## src/rtl/fnd_scan_driver.sv

```systemverilog
// Time-multiplexed multi-digit 7-segment driver: latches one-hot decimal codes,
// scans them onto a shared segment bus with anti-ghost blanking and per-digit blink.
module fnd_scan_driver #(
    parameter int NUM_DIGITS     = 4,
    parameter int SCAN_DIV       = 50000,
    parameter int BLANK_CYC      = 16,
    parameter int BLINK_FRAMES   = 100,
    parameter int SEG_ACTIVE_LOW = 1,
    parameter int DIG_ACTIVE_LOW = 1
) (
    input  logic                    clk,
    input  logic                    rst,
    input  logic                    load,
    input  logic [10*NUM_DIGITS-1:0] number,
    input  logic [NUM_DIGITS-1:0]   blink_mask,
    output logic [6:0]              fnd,
    output logic [NUM_DIGITS-1:0]   dig_sel,
    output logic                    err
);

    localparam int PW = $clog2(SCAN_DIV);
    localparam int IW = (NUM_DIGITS > 1) ? $clog2(NUM_DIGITS) : 1;
    localparam int FW = (BLINK_FRAMES > 1) ? $clog2(BLINK_FRAMES) : 1;

    localparam logic [6:0]            SEG_OFF = (SEG_ACTIVE_LOW != 0) ? 7'h7F : 7'h00;
    localparam logic [NUM_DIGITS-1:0] DIG_OFF = (DIG_ACTIVE_LOW != 0) ? '1 : '0;
    localparam logic [PW-1:0]         PRE_LAST = PW'(SCAN_DIV - 1);
    localparam logic [IW-1:0]         IDX_LAST = IW'(NUM_DIGITS - 1);
    localparam logic [FW-1:0]         FRAME_LAST = FW'(BLINK_FRAMES - 1);

    // Patterns are built active-low and inverted at the output when needed.
    function automatic logic [6:0] seg_encode(input logic [9:0] code);
        logic [6:0] pat;
        case (code)
            10'b0000000001: pat = 7'b1000000;
            10'b0000000010: pat = 7'b1111001;
            10'b0000000100: pat = 7'b0100100;
            10'b0000001000: pat = 7'b0110000;
            10'b0000010000: pat = 7'b0011001;
            10'b0000100000: pat = 7'b0010010;
            10'b0001000000: pat = 7'b0000010;
            10'b0010000000: pat = 7'b1111000;
            10'b0100000000: pat = 7'b0000000;
            10'b1000000000: pat = 7'b0010000;
            default:        pat = 7'b1111111;
        endcase
        return pat;
    endfunction

    logic [9:0]            digit_in [NUM_DIGITS];
    logic [NUM_DIGITS-1:0] multi_hot;

    genvar gi;
    generate
        for (gi = 0; gi < NUM_DIGITS; gi++) begin : g_digit
            assign digit_in[gi]  = number[10*gi +: 10];
            // Clearing the lowest set bit leaves something only if >=2 bits were set.
            assign multi_hot[gi] = |(digit_in[gi] & (digit_in[gi] - 10'd1));
        end
    endgenerate

    logic [PW-1:0]         pre_q, pre_d;
    logic [IW-1:0]         idx_q, idx_d;
    logic [FW-1:0]         frame_q, frame_d;
    logic                  phase_q, phase_d;
    logic [9:0]            shadow_q [NUM_DIGITS];
    logic [9:0]            shadow_d [NUM_DIGITS];
    logic [NUM_DIGITS-1:0] mask_q, mask_d;
    logic                  err_q, err_d;
    logic [6:0]            fnd_q, fnd_d;
    logic [NUM_DIGITS-1:0] dig_sel_q, dig_sel_d;

    logic [6:0]            seg_al;
    logic [NUM_DIGITS-1:0] dig_onehot;

    always_comb begin
        pre_d    = pre_q + PW'(1);
        idx_d    = idx_q;
        frame_d  = frame_q;
        phase_d  = phase_q;
        shadow_d = shadow_q;
        mask_d   = mask_q;
        err_d    = err_q;

        if (pre_q == PRE_LAST) begin
            pre_d = '0;
            if (idx_q == IDX_LAST) begin
                idx_d = '0;
                if (frame_q == FRAME_LAST) begin
                    frame_d = '0;
                    phase_d = ~phase_q;
                end else begin
                    frame_d = frame_q + FW'(1);
                end
            end else begin
                idx_d = idx_q + IW'(1);
            end
        end

        if (load) begin
            shadow_d = digit_in;
            mask_d   = blink_mask;
            err_d    = |multi_hot;
        end

        // Outputs are computed from pre-edge state so segments and enable always agree.
        seg_al = seg_encode(shadow_q[idx_q]);
        if (phase_q && mask_q[idx_q]) begin
            seg_al = 7'h7F;
        end
        fnd_d = (SEG_ACTIVE_LOW != 0) ? seg_al : ~seg_al;

        dig_onehot = NUM_DIGITS'(1) << idx_q;
        if (int'(pre_q) < BLANK_CYC) begin
            dig_sel_d = DIG_OFF;
        end else begin
            dig_sel_d = (DIG_ACTIVE_LOW != 0) ? ~dig_onehot : dig_onehot;
        end
    end

    always_ff @(posedge clk) begin
        if (rst) begin
            pre_q     <= '0;
            idx_q     <= '0;
            frame_q   <= '0;
            phase_q   <= 1'b0;
            for (int k = 0; k < NUM_DIGITS; k++) begin
                shadow_q[k] <= '0;
            end
            mask_q    <= '0;
            err_q     <= 1'b0;
            fnd_q     <= SEG_OFF;
            dig_sel_q <= DIG_OFF;
        end else begin
            pre_q     <= pre_d;
            idx_q     <= idx_d;
            frame_q   <= frame_d;
            phase_q   <= phase_d;
            shadow_q  <= shadow_d;
            mask_q    <= mask_d;
            err_q     <= err_d;
            fnd_q     <= fnd_d;
            dig_sel_q <= dig_sel_d;
        end
    end

    assign fnd     = fnd_q;
    assign dig_sel = dig_sel_q;
    assign err     = err_q;

endmodule

```

## config.mk

```make
export PLATFORM = sky130hd
export DESIGN_NAME = fnd_scan_driver
export DESIGN_NICKNAME = d
export VERILOG_FILES = /design/src/rtl/fnd_scan_driver.sv
export SDC_FILE = /design/constraint.sdc
export NUM_CORES = 1
export LEC_CHECK = 0
export ABC_CLOCK_PERIOD_IN_PS = 7900
export CAP_MARGIN = 0
export CELL_PAD_IN_SITES_DETAIL_PLACEMENT = 0
export CELL_PAD_IN_SITES_GLOBAL_PLACEMENT = 1
export CORE_ASPECT_RATIO = 0.9
export CORE_MARGIN = 3
export CORE_UTILIZATION = 35
export CTS_CLUSTER_DIAMETER = 60
export DETAILED_ROUTE_END_ITERATION = 8
export GPL_TIMING_DRIVEN = 0
export HOLD_SLACK_MARGIN = 0.06
export PLACE_DENSITY_LB_ADDON = 0.15
export SYNTH_ARGS = -nofsm -noshare
export SYNTH_HDL_FRONTEND = slang
export SYNTH_SLANG_ARGS = --single-unit
```

## constraint.sdc

```tcl
create_clock -name clk -period 7.9 [get_ports clk]
set_input_delay 1.185 -clock clk [delete_from_list [all_inputs] [get_ports clk]]
set_output_delay 1.185 -clock clk [all_outputs]
set_load 0.02 [all_outputs]
```

== Word level (Yosys, flattened, before mapping) ==
Index checks and enable logic that the tools add are counted.
Storage, ports and cells
  bits in registers: 82
  input port bits: 47
  output and inout bits: 12
  logic and storage cells: 58
Operators by class
  add/subtract/negate cells: 7
  order comparisons: 3
  eq/ne operators: 13
  shift operators: 1
  multiplexer cells: 8
  bitwise gates (word level): 7
  reduce and logical (&&, ||, !) cells: 7
Operators with widths (count)
  one-hot mux 7 bit (10 select lines): 1
  AND 10 bit: 4
  OR reduction 40 bit: 1
  subtractor 10 x 1 -> 10 bit (second input constant): 4
  binary-select mux 10 bit (select 2 bit): 1
  two-way mux 10 bit: 2
  adder 16 x 1 -> 16 bit (second input constant): 1
  equality test 16 bit (second input constant): 1
  < comparator 16 x 5 -> 1 bit (second input constant): 1
  equality test 10 x 1 -> 1 bit (second input constant): 1
  equality test 10 bit (second input constant): 1
  equality test 10 x 2 -> 1 bit (second input constant): 1
  equality test 10 x 3 -> 1 bit (second input constant): 1
  equality test 10 x 4 -> 1 bit (second input constant): 1
  equality test 10 x 5 -> 1 bit (second input constant): 1
  equality test 10 x 6 -> 1 bit (second input constant): 1
  equality test 10 x 7 -> 1 bit (second input constant): 1
  equality test 10 x 8 -> 1 bit (second input constant): 1
  equality test 10 x 9 -> 1 bit (second input constant): 1
  adder 7 x 1 -> 7 bit (second input constant): 1
  equality test 7 bit (second input constant): 1
  two-way mux 7 bit: 1
  OR reduction 2 bit: 3
  inverter 4 bit: 1
  13 further kinds: 13

== Depth between registers and ports, before layout ==
  depth after elaboration: 6
  mapped depth: 9
  gate-level depth less buffers: 7

== Least setup slack after synthesis ==
Ideal clock, no wire load.
  kind: reg2reg
  from: reg idx_q[1]
  to: reg fnd_q[4], in the netlist fnd[4]
  arrival time: 2571 ps
  data required time: 7778 ps
  slack: 5208 ps
  cell stages (with the launch flop): 7
  clock period less this slack: 2692 ps
  cell sequence: dfxtp_1 clkbuf_1 mux4_2 or4_1 buf_2 or4b_4 a221o_1
On the way
  word-level cells in the longest chain between the ends: 6
  elaborated cells on any way between the ends: 19
  classes of those cells: 10 x eq/ne; 6 x mux; 1 x bitwise; 2 x reduce/logical
Ends and longest elaborated chain
  start, declared: RTL line 63  | logic [IW-1:0] idx_q, idx_d;
  start signal, assigned: RTL line 136  | idx_q <= idx_d;
  inverter 2 -> 3 bit (implied by the code): RTL line 107  | seg_al = seg_encode(shadow_q[idx_q]);
  binary-select mux 10 bit (select 2 bit): RTL line 107
  two-way mux 10 bit (implied by the code) (2 in a row): RTL line 107
  equality test 10 bit (tied with other cells): RTL line 34  | case (code)
  one-hot mux 7 bit (10 select lines): RTL line 34
  end signal, assigned: RTL line 142  | fnd_q <= fnd_d;
  end, declared: RTL line 70  | logic [6:0] fnd_q, fnd_d;
Parallel ways exist; a longest one is shown, timed or not. The select of a mux whose other input is x is not followed.
A chain may end at the register's enable or synchronous reset.

== Final worst setup path ==
  from: reg idx_q[1]
  to: reg fnd_q[2], in the netlist fnd[2]
The elaborated chain is that of the path after synthesis.

==> impl_metrics.json <==
{
  "max_freq_mhz": 316,
  "ir_worst_vdd_uv": 113,
  "io_buffer_count": 56,
  "swShare_pct": 22.9,
  "status": "finished clean",
  "synth_seq_cells": 82,
  "arrival_ns": 3.37,
  "grt_max_degree": 14,
  "setup_ws_ns": 4.73,
  "n_antenna_cell": 0,
  "ys_warn_count": 0,
  "path_buf_inv": 2,
  "grt_pass1_vias": 2968,
  "wirelength_um": 10500,
  "dp_cells": 632,
  "area_growth_pct": 27.7,
  "antenna_found_initial": 0,
  "drive_gt1_share_pct": 5.85,
  "crit_chain": "clkbuf_1, mux4_2, or4_1, buf_2, or3_2, o22ai_1, o31ai_1",
  "cts_tree": "yes",
  "drtIter0Drc": 195,
  "ys_types": 50,
  "drv_slew": 0,
  "final_nets": 544,
  "clock_skew_ns": 0.00739,
  "viasPerCell": 5.08,
  "use_met1_pct": 23.5,
  "critical_path.top_delay_family": "simple AND/OR/NAND/NOR gates",
  "seq_area_frac_synth_pct": 41.3,
  "post-place-ws_ns": 4.52,
  "row_count": 36,
  "hold_viol": 0,
  "cts_buffers": 9,
  "hp-start": "pre_q[0]",
  "avgSynthCellArea_um2": 9.38,
  "crit_start": "idx_q[1]",
  "fin_cells": 648,
  "syn_inst": 424,
  "cts_sinks": 82,
  "synth_edf_count": 0,
  "p_switching_mw": 0.245,
  "crit_required_ns": 8.10,
  "setup_violations": 0,
  "stdcell_area_um2": 5080,
  "cts_buffer_depth": 2,
  "hpwlAfterDp_um": 7910,
  "drtPass1Iterations": 4,
  "min_period_over_period_pct": 40.1,
  "rsz0062_at_grt": "no",
  "path_class": "reg -> reg",
  "pwr-share-seq_pct": 41.4,
  "wl_per_cell_um": 16.2,
  "critPathMaxFanout": 10,
  "combinationalPowerShare_pct": 12.6,
  "pin_count": 59,
  "die_h_um": 107,
  "grt_usage_pct": 16.7,
  "hp-class": "reg -> reg",
  "leakage_nw": 2.02,
  "postSynth.asyncResetShare_pct": 0,
  "fp.dieW_um": 118,
  "antenna_left": 0,
  "gp_routability_congestion": 0.786,
  "worstSetupStartpointType": "flip-flop",
  "crit_path_end_kind": "flip-flop",
  "place_area_um2": 4730,
  "crit_slowest_cell": "clkbuf_1",
  "core_area_um2": 10900,
  "p_int_mw": 0.823,
  "relSlewSlack_pct": 44.2,
  "syn-num-nets": 477,
  "tns_ns": 0,
  "clkLatencyLatePin_ns": 0.34,
  "drcViolationCount": 0,
  "cts_setup_buffers": 0,
  "clkTransAtPathRegs_ns": 0.06,
  "cts_root_buf": "clkbuf_16",
  "finalCriticalPeriod_ns": 3.17,
  "cts_resized": 0,
  "dieArea_um2": 12700,
  "tightest_slew_ns": 0.836,
  "met3_usage_pct": 3.90,
  "h-tree-depth": 3,
  "r2r-start": "idx_q[1]",
  "num_vias": 3293,
  "synth_area_um2": 3980,
  "crit_path_max_incr_delay_ns": 0.57,
  "grt-busiest-layer": "met2",
  "grt_use_met2_pct": 25.6,
  "clkPwrFrac_pct": 46.0,
  "start_util_pct": 36.4,
  "grt_pass1_wl_um": 16400,
  "grt_overflow_total": 0,
  "max_cap_viol_count": 0,
  "cts_hold_buf": 0,
  "power_density_nw_per_um2": 210,
  "synth-main-ff-cell": "dfxtp_1"
}
-- final timing paths --
kind,end,slack (ns),cells past startpoint
worst max-delay path,fnd[2],4.73,7
worst min-delay path,pre_q[0],0.44,1
worst max register to register,fnd[2],4.73,7
worst min register to register,pre_q[0],0.44,1
-- state kept, by name (all words and copies together) (netlist names) --
signal,flops
shadow_q,40
pre_q,16
fnd,7
frame_q,7
dig_sel,4
mask_q,4
idx_q,2
err,1
phase_q,1
-- Yosys cell counts (2+ instances only) --
library cell / instances / area share, %
mux4_1: 8 / 5.3
nand4_1: 10 / 1.6
nor2_1: 89 / 8.4
nor3_1: 6 / 0.75
nor4_1: 6 / 0.94
and3_1: 8 / 1.3
nand3_1: 13 / 1.6
xnor2_1: 13 / 2.9
or2_2: 2 / 0.31
or4_1: 6 / 1.1
o21ai_0: 16 / 2.0
o22ai_1: 3 / 0.47
nand2b_1: 3 / 0.47
ha_1: 6 / 1.9
o31ai_1: 9 / 1.7
o21a_1: 4 / 0.75
a21oi_1: 8 / 1.0
buf_1: 4 / 0.38
mux4_2: 3 / 1.7
dfxtp_1: 82 / 41
clkbuf_1: 11 / 1.0
nand2_1: 23 / 2.2
xor2_1: 14 / 3.1
a22o_1: 2 / 0.44
mux2i_1: 45 / 11
inv_1: 6 / 0.57
-- placed cells by master, fill, tap and decap left out, drive strengths merged, types with 8 or more instances in the layout --
cell type,Yosys,final
clkdlybuf4s50,0,56
nand2,23,23
o31ai,9,9
clkbuf,11,22
xnor2,13,13
xor2,14,14
o21ai,16,16
dfxtp,82,82
mux4,11,11
nor2,89,89
a21oi,8,8
mux2i,45,45
nand4,10,10
and3,8,8
nand3,13,13
-- metal layers --
metal / share of wire [%] / routed length [um]
met1: 49 / 5150
met2: 45 / 4760
met3: 4.6 / 479
met4: 0.84 / 88
met5: 0 / 0
-- metrics by stage --
stage	power (mW)	hold slack, ns	util (%)
finish	1.07	0.444	46.4
global route	1.11	0.471	46.4
CTS	1.08	0.446	46.4
detailed placement	0.584	0.437	43.2
global placement	0.583	0.428	43.2
floorplan	0.523	0.413	-
-- logic make-up after synthesis --
group                    share of synthesized area [%]
buffers and inverters                             2.89
XOR/XNOR                                          5.94
flip-flops                                        41.3
AO/OA/AOI/OAI                                     9.21
adder cells (fa/ha/maj)                           1.89
multiplexers                                      18.3
AND/OR/NAND/NOR                                   20.5
-- final cells by class --
cell class | instances | area (um2)
timing repair buffer | 56 | 561
fill | 1076 | 5860
inverter | 6 | 22.5
clock inverter | 5 | 100
buffer | 18 | 92.6
tap | 152 | 190
clock buffer | 11 | 253
multi-input combinational | 318 | 2220
sequential | 82 | 1640
-- power groups by stage --
stage	Clock [mW]	Combinational (mW)	Sequential, mW
floorplan	0	0.0696	0.454
global placement	0	0.133	0.451
detailed placement	0	0.134	0.451
CTS	0.504	0.134	0.442
global route	0.520	0.147	0.444
finish	0.491	0.134	0.442
No activity file was read; power rests on OpenSTA's default activity.
